**src/rtl/enc_pkg.sv**
```systemverilog
// Shared definitions for the event encoder: size limit, index-width helper
// and a one-hot decoder used to turn an index back into a bit mask.
package enc_pkg;

  localparam int MAX_N = 64;

  // Index width for an N-entry vector; never narrower than one bit.
  function automatic int idx_width(input int n);
    return (n < 2) ? 1 : $clog2(n);
  endfunction

  // One-hot mask of idx within an n-wide field; all zeros if idx is out of range.
  function automatic logic [MAX_N-1:0] onehot(input int idx, input int n);
    logic [MAX_N-1:0] v;
    for (int i = 0; i < MAX_N; i++) begin
      v[i] = (i == idx) && (i < n);
    end
    return v;
  endfunction

endpackage

```
**src/rtl/prio_rr_select.sv**
```systemverilog
// Combinational selector: lowest set candidate, or the first set candidate at
// or after ptr with wrap-around. The candidate vector is laid out twice so the
// wrap becomes a plain lowest-bit search over a masked double-width vector.
module prio_rr_select
  import enc_pkg::*;
#(
  parameter  int N = 8,
  localparam int W = idx_width(N)
) (
  input  logic [N-1:0] cand,
  input  logic [W-1:0] ptr,
  input  logic         rr_mode,
  output logic [W-1:0] idx,
  output logic         found
);

  logic [2*N-1:0] dbl;
  logic [2*N-1:0] masked;

  // Duplicate the candidates and drop positions below the search start.
  always_comb begin
    dbl = {cand, cand};
    for (int i = 0; i < 2*N; i++) begin
      masked[i] = dbl[i] && (!rr_mode || (i >= int'(ptr)));
    end
  end

  // Lowest surviving position wins; upper-half hits fold back modulo N.
  always_comb begin
    found = 1'b0;
    idx   = '0;
    for (int i = 2*N-1; i >= 0; i--) begin
      if (masked[i]) begin
        found = 1'b1;
        idx   = (i >= N) ? W'(i - N) : W'(i);
      end
    end
  end

endmodule

```
**src/rtl/prio_event_encoder.sv**
```systemverilog
// Registered event-to-index encoder. Event pulses are held in sticky pending
// bits and handed out one index at a time on a valid/ready port, by fixed
// priority or round-robin, so simultaneous events are never lost.
module prio_event_encoder
  import enc_pkg::*;
#(
  parameter  int N = 8,
  localparam int W = idx_width(N)
) (
  input  logic         clk,
  input  logic         rst_n,
  input  logic         enable,
  input  logic [N-1:0] d,
  input  logic         rr_mode,
  input  logic         out_ready,
  output logic         out_valid,
  output logic [W-1:0] y,
  output logic [N-1:0] pending,
  output logic         overflow
);

  logic [N-1:0] y_oh;
  logic [N-1:0] clr;
  logic [N-1:0] d_en;
  logic [N-1:0] pending_next;
  logic [N-1:0] cand;
  logic         accept;
  logic         load;
  logic         ovf_next;
  logic         found;
  logic [W-1:0] sel_idx;
  logic [W-1:0] ptr;
  logic [W-1:0] ptr_next;

  // Transfer handshake, pending update and the candidate set for the next load.
  // The in-flight index is masked out of the candidates so it is never reselected,
  // and a new event on the bit being cleared re-pends it (set wins over clear).
  always_comb begin
    y_oh         = N'(onehot(int'(y), N));
    accept       = out_valid & out_ready;
    load         = ~out_valid | accept;
    clr          = accept ? y_oh : '0;
    d_en         = enable ? d : '0;
    pending_next = (pending & ~clr) | d_en;
    ovf_next     = |(d_en & pending & ~clr);
    cand         = pending & ~(out_valid ? y_oh : '0);
    ptr_next     = (y == W'(N - 1)) ? '0 : (y + 1'b1);
  end

  prio_rr_select #(.N(N)) u_select (
    .cand    (cand),
    .ptr     (ptr),
    .rr_mode (rr_mode),
    .idx     (sel_idx),
    .found   (found)
  );

  // State update; reset clears everything, including a transfer in flight.
  always_ff @(posedge clk) begin
    if (!rst_n) begin
      pending   <= '0;
      out_valid <= 1'b0;
      y         <= '0;
      overflow  <= 1'b0;
      ptr       <= '0;
    end else begin
      pending  <= pending_next;
      overflow <= ovf_next;
      if (load) begin
        out_valid <= found;
        if (found) begin
          y <= sel_idx;
        end
      end
      if (accept && rr_mode) begin
        ptr <= ptr_next;
      end
    end
  end

endmodule

```
**config.mk**
```make
export PLATFORM = sky130hd
export DESIGN_NAME = prio_event_encoder
export DESIGN_NICKNAME = d
export VERILOG_FILES = /design/src/rtl/enc_pkg.sv /design/src/rtl/prio_rr_select.sv /design/src/rtl/prio_event_encoder.sv
export SDC_FILE = /design/constraint.sdc
export NUM_CORES = 1
export LEC_CHECK = 0
export BUFFER_PORTS_ARGS = -buffer_cell sky130_fd_sc_hd__buf_4
export CORE_MARGIN = 4
export CORE_UTILIZATION = 55
export CTS_BUF_LIST = sky130_fd_sc_hd__clkbuf_8
export CTS_CLUSTER_DIAMETER = 80
export DETAILED_ROUTE_END_ITERATION = 7
export PLACE_DENSITY = 0.85
export SLEW_MARGIN = 40
export SYNTH_ARGS = -nofsm -noshare
export SYNTH_HDL_FRONTEND = slang
export SYNTH_SLANG_ARGS = --single-unit
```
**constraint.sdc**
```tcl
create_clock -name clk -period 2.1 [get_ports clk]
set_clock_uncertainty 0.05 [all_clocks]
set_input_delay 0.105 -clock clk [delete_from_list [all_inputs] [get_ports clk]]
set_output_delay 0.105 -clock clk [all_outputs]
set_load 0.05 [all_outputs]
```
==> impl_metrics.ini, run 1 <==
[outcome]
outcome = finished clean

[yosys]
yosys.cell_types.count = 44
synth.net_count = 173
ys_seq_area_frac = 0.261
synth_edf_count = 0
yosysTopAreaCell = dfxtp_1
ys.flop_type = dfxtp_1
yosysWarnings = 0
synth_area_leaders = dfxtp_1 26%, ha_1 6.1%, nand3_1 6.1%
synthTopCellsByCount = 17 x nand2_1, 16 x dfxtp_1, 15 x nand3_1
synth.avg_cell_area_um2 = 7.95
synth_top_area_frac = 0.261
synth-seq-cells = 16
yosysMostFrequentCell = nand2_1
synth_area_um2 = 1220
synthArstFlopShare = 0
synth_cells = 154

[timing]
slew_violations = 0
setup_viol = 0
timing.final.crit_share = 0.970
tns_ns = 0
fmax_mhz = 491
hold_violations = 0
holdWs_ns = 0.0764
fin_crit_ns = 2.04
max_slew_margin = 0.667
worst_slew_pin_slew_ns = 0.498

[critical_path]
start_kind = register
path_max_fanout = 6
worstSetupPathType = reg -> reg
endpoint_kind = register
cp.required_ns = 2.19
r2r_slack_ns = 0.06
worstRegToRegCells = 7
critPathArrivalTime_ns = 2.13

[clocking]
clk_latency_ns = 0.25
clockRootBuffer = clkbuf_8
cts_sinks = 16
cts_buffers = 3
cts_htree_levels = 1
tritoncts = built
cts.reportedPaths.clkPinSlew_ns = 0.06
clock_path_buffers = 2

[finish]
diodes = 0
layout.cells.non_filler = 206
fin_nets = 200
fin_util = 0.730
drive_gt1_frac = 0.263
syn2layout_area_growth_pct = 21.8
nFillCells = 176
design_area_um2 = 1490

[routing]
viasPerCell = 6.36
drtIter0Drc = 75
drc = 0
wl_per_cell_um = 16.1
drt_pass1_iterations = 4
wirelength_mm = 3.32
vias = 1311
detail-route-antenna-nets = 0

[grt]
antenna_found_initial = 0
grt_max_degree = 16
grt_pass1_wl_mm = 5.33
grt_overflow = 0
grt_pass1_vias = 1153
grt_usage = 0.245

[pwr]
power_density_nw_per_um2 = 722
p_leak_nw = 0.615
peakVddDrop_uv = 520

[placed_design]
dp.cells = 202
hpwl_mm = 2.52
placed_area_um2 = 1440
io_buffers = 25
gp_congestion = 1.05

[floorplanning]
die_x_um = 55.2
io_pins = 26
fp.dieArea_um2 = 3050
die_y_um = 55.2
design.core.area_um2 = 2040
start_util = 0.600
num_rows = 16

[min_path]
hold_path_class = in -> reg
min_path_cells = 3

[job]
cap_viol_max_count = 0
==> metrics by stage <==
step	total power [mW]	setup slack [ns]
2_1_floorplan	0.705	-0.0395
3_3_place_gp	0.824	0.152
3_5_place_dp	0.836	0.0602
4_1_cts	1.06	0.0561
5_1_grt	1.14	-0.00116
6_report	1.08	0.0630
==> flip-flops by register name (all words and copies together), names as in the netlist <==
signal / cells
out_valid: 1
overflow: 1
pending: 8
ptr: 3
y: 3
==> cell usage in the layout, fill, tap and decap left out, types with 2 or more instances in the layout <==
master,n
buf_4,28
nand2_1,17
nand3_1,15
nor2_1,14
dfxtp_1,13
inv_1,8
a22oi_1,8
nor2b_1,5
o21ai_0,5
a21oi_1,5
ha_1,5
nand2b_1,3
nor3_1,3
clkbuf_8,3
dfxtp_2,3
a2bb2oi_1,2
and2_2,2
and2_1,2
or3_1,2
nand4_1,2
nand3b_1,2
o211ai_1,2
mux2i_1,2
a211oi_1,2
o32ai_1,2
a21o_1,2
a32oi_1,2
and3_1,2
==> worst paths after layout <==
check                             from          to
worst max register to register    y[0]        y[1]
worst max-delay path              y[0]        y[1]
worst min register to register  ptr[2]      ptr[2]
worst min-delay path              d[6]  pending[6]
==> timing repair <==
| action | in CTS | in global routing |
|---|---|---|
| hold buffers | 0 | 0 |
| endpoints found under the setup margin | 0 | 3 |
| setup buffers | 0 | 1 |
| gates resized for setup | 0 | 2 |
==> cell type report <==
type	instances	area (um^2)	share of cell area
Multi-Input combinational cell	124	852	0.571
Sequential cell	16	324	0.217
Timing Repair Buffer	28	210	0.141
Clock buffer	3	41.3	0.0277
Tap cell	27	33.8	0.0227
Inverter	8	30.0	0.0201
==> routing by layer <==
metal	vias to the layer above	track usage	part of all wire
met2	69	0.376	0.45
met1	610	0.338	0.44
met3	7	0.0241	0.091
li1	625	-	-
met5	-	0	0
met4	0	0.121	0.017
==> where the power goes <==
part / internal [mW] / switching (mW)
registers: 0.335 / 0.0495
clock network: 0.127 / 0.104
logic: 0.182 / 0.279
==> kinds of logic (layout without fill, tap and decap cells) <==
logic type      Yosys count  in the layout  share of synthesized area
simple gates             71             71                      0.288
compound gates           44             44                      0.319
flops                    16             16                      0.261
buf+inv                  14             39                     0.0449
fa+ha+maj                 6              6                     0.0613
mux                       3              3                     0.0255
==> critical path, stage by stage (launching register included) <==
cell and delay, ns:
dfxtp_2 0.38, inv_1 0.08, ha_1 0.29, nand3b_1 0.20, nand2_1 0.10, o21ai_0 0.41, o21ai_0 0.13, o32ai_1 0.30
Power figures use the tool's default switching activity.
==> run 2, diff against run 1 <==
CORE_UTILIZATION = 54   (was 55)
CTS_BUF_LIST = default   (was sky130_fd_sc_hd__clkbuf_8)
PLACE_DENSITY = 0.84   (was 0.85)
==> impl_metrics.ini, run 2 (same netlist as run 1, synthesis figures left out) <==
[finish]
top_register = pending
drive_gt1_frac = 0.275
largest_reg_flops = 8
diodes = 0
reg.largest.list = pending: 8 flops, ptr: 3 flops, y: 3 flops
final_common_cell = buf_4
fin_nets = 199
design_area_um2 = 1480
final_cell_mix = 27 x buf_4, 17 x nand2_1, 15 x nand3_1
syn2layout_area_growth_pct = 20.6

[critical_path]
worstRegToRegCells = 8
cp_slowest_cell = dfxtp_2
worstSetupPathType = reg -> reg
worst_path_largest_cell_delay_ns = 0.39
worst-path-buf-inv = 2
cp.required_ns = 2.22
r2r_slack_ns = 0.12
path_common_cell = o21ai_0
r2r-end = y[1]
path_max_fanout = 8
crit_path_cell_trace = inv_1, ha_1, buf_4, and2_1, a221oi_1, o21ai_0, o21ai_0, o32ai_1
r2r-start = y[1]
start_kind = register
endpoint_kind = register
critPathTopFamily = compound AO/OA/AOI/OAI gates
critPathArrivalTime_ns = 2.10

[routing]
drtIter0Drc = 85
wirelength_mm = 3.50
vias = 1346
detail-route-antenna-nets = 0
wl_per_cell_um = 17.1
drc = 0
drt_pass1_iterations = 6
viasPerCell = 6.57

[floorplanning]
start_util = 0.594
die_y_um = 55.6
design.core.area_um2 = 2060
fp.dieArea_um2 = 3090
io_pins = 26
die_x_um = 55.6
num_rows = 16

[min_path]
whs_endpoint = pending[7]
hold_path_class = in -> reg
worstHoldStart = d[7]
min_path_cells = 3

[timing]
holdWs_ns = 0.0279
slew_violations = 0
hold_violations = 0
fin_crit_ns = 1.98
max_slew_margin = 0.623
setup_viol = 0
worst_slew_pin_slew_ns = 0.564
fmax_mhz = 505
timing.final.crit_share = 0.942

[pwr]
power_mw = 1.02
switching_share = 0.428
internal-power_mw = 0.584
combPwrFrac = 0.461
p_sw_mw = 0.437
peakVddDrop_uv = 460
p_leak_nw = 0.604
seqPwrFrac = 0.378
power_density_nw_per_um2 = 691
clock_power_share = 0.161

[clocking]
clock_path_buffers = 2
post_cts_buffers = 0
postCtsHoldBufs = 0
cts_sinks = 16
cts_buffers = 3
cts_htree_levels = 1
clk_latency_ns = 0.29
cts.reportedPaths.clkPinSlew_ns = 0.09
clockRootBuffer = clkbuf_4
cts_resized = 0
tritoncts = built

[grt]
antenna_found_initial = 0
grt_pass1_wl_mm = 6.08
grt_pass1_vias = 1277
grt_max_degree = 16
grt_overflow = 0
grt_usage = 0.241

[placed_design]
placed_area_um2 = 1440
hpwl_mm = 2.62
gp_congestion = 0.963
io_buffers = 25

[job]
cap_viol_max_count = 0

[outcome]
outcome = finished clean
## run 2: changes by cell type in the layout (fill, tap and decap cells not counted), sizes merged
cell and change:
buf -1
## run 2: power groups by stage
stage / combinational, mW / clock [mW] / sequential (mW)
after floorplan: 0.243 / 0 / 0.462
after global placement: 0.445 / 0 / 0.385
after detailed placement: 0.449 / 0 / 0.389
after CTS: 0.452 / 0.168 / 0.382
after global routing: 0.504 / 0.186 / 0.393
final: 0.471 / 0.164 / 0.386
## run 2: through the flow
step                std cells  worst slack, ns  setup TNS (ns)   util
detailed placement        202           0.0731               0  0.698
global placement          202            0.170               0  0.698
CTS                       205           0.0357               0  0.709
global route              205         -0.00733        -0.00733  0.717
finish                    205            0.121               0  0.717
floorplan                 154          -0.0395         -0.0395      -
## run 2: worst reg2reg max path: stages, from the launching register on
cell      delay (ns)
dfxtp_2         0.39
inv_1           0.08
ha_1            0.22
buf_4           0.18
and2_1          0.15
a221oi_1        0.27
o21ai_0         0.18
o21ai_0         0.23
o32ai_1         0.11
## run 2: area by class of cell
type | count | area [um^2]
Clock buffer | 3 | 22.5
Fill cell | 162 | 584
Inverter | 8 | 30.0
Sequential cell | 16 | 324
Timing Repair Buffer | 27 | 203
Multi-Input combinational cell | 124 | 865
Tap cell | 27 | 33.8
## run 2: worst max path at each step
stage / cells after the start / endpoint / slack [ns] / from
2_1_floorplan: 7 / y[0] / -0.04 / y[2]
6_report: 8 / y[1] / 0.12 / y[1]
4_1_cts: 7 / y[0] / 0.04 / y[2]
5_1_grt: 7 / y[0] / -0.007 / y[0]
3_5_place_dp: 7 / y[0] / 0.07 / y[2]
3_3_place_gp: 7 / y[2] / 0.17 / y[0]
## run 2: layer usage
layer / track usage / wire [um] / vias to the layer above
met4: 0.108 / 144 / 0
li1: - / - / 624
met3: 0.0348 / 279 / 20
met5: 0 / 0 / -
met1: 0.315 / 1490 / 619
met2: 0.389 / 1580 / 83
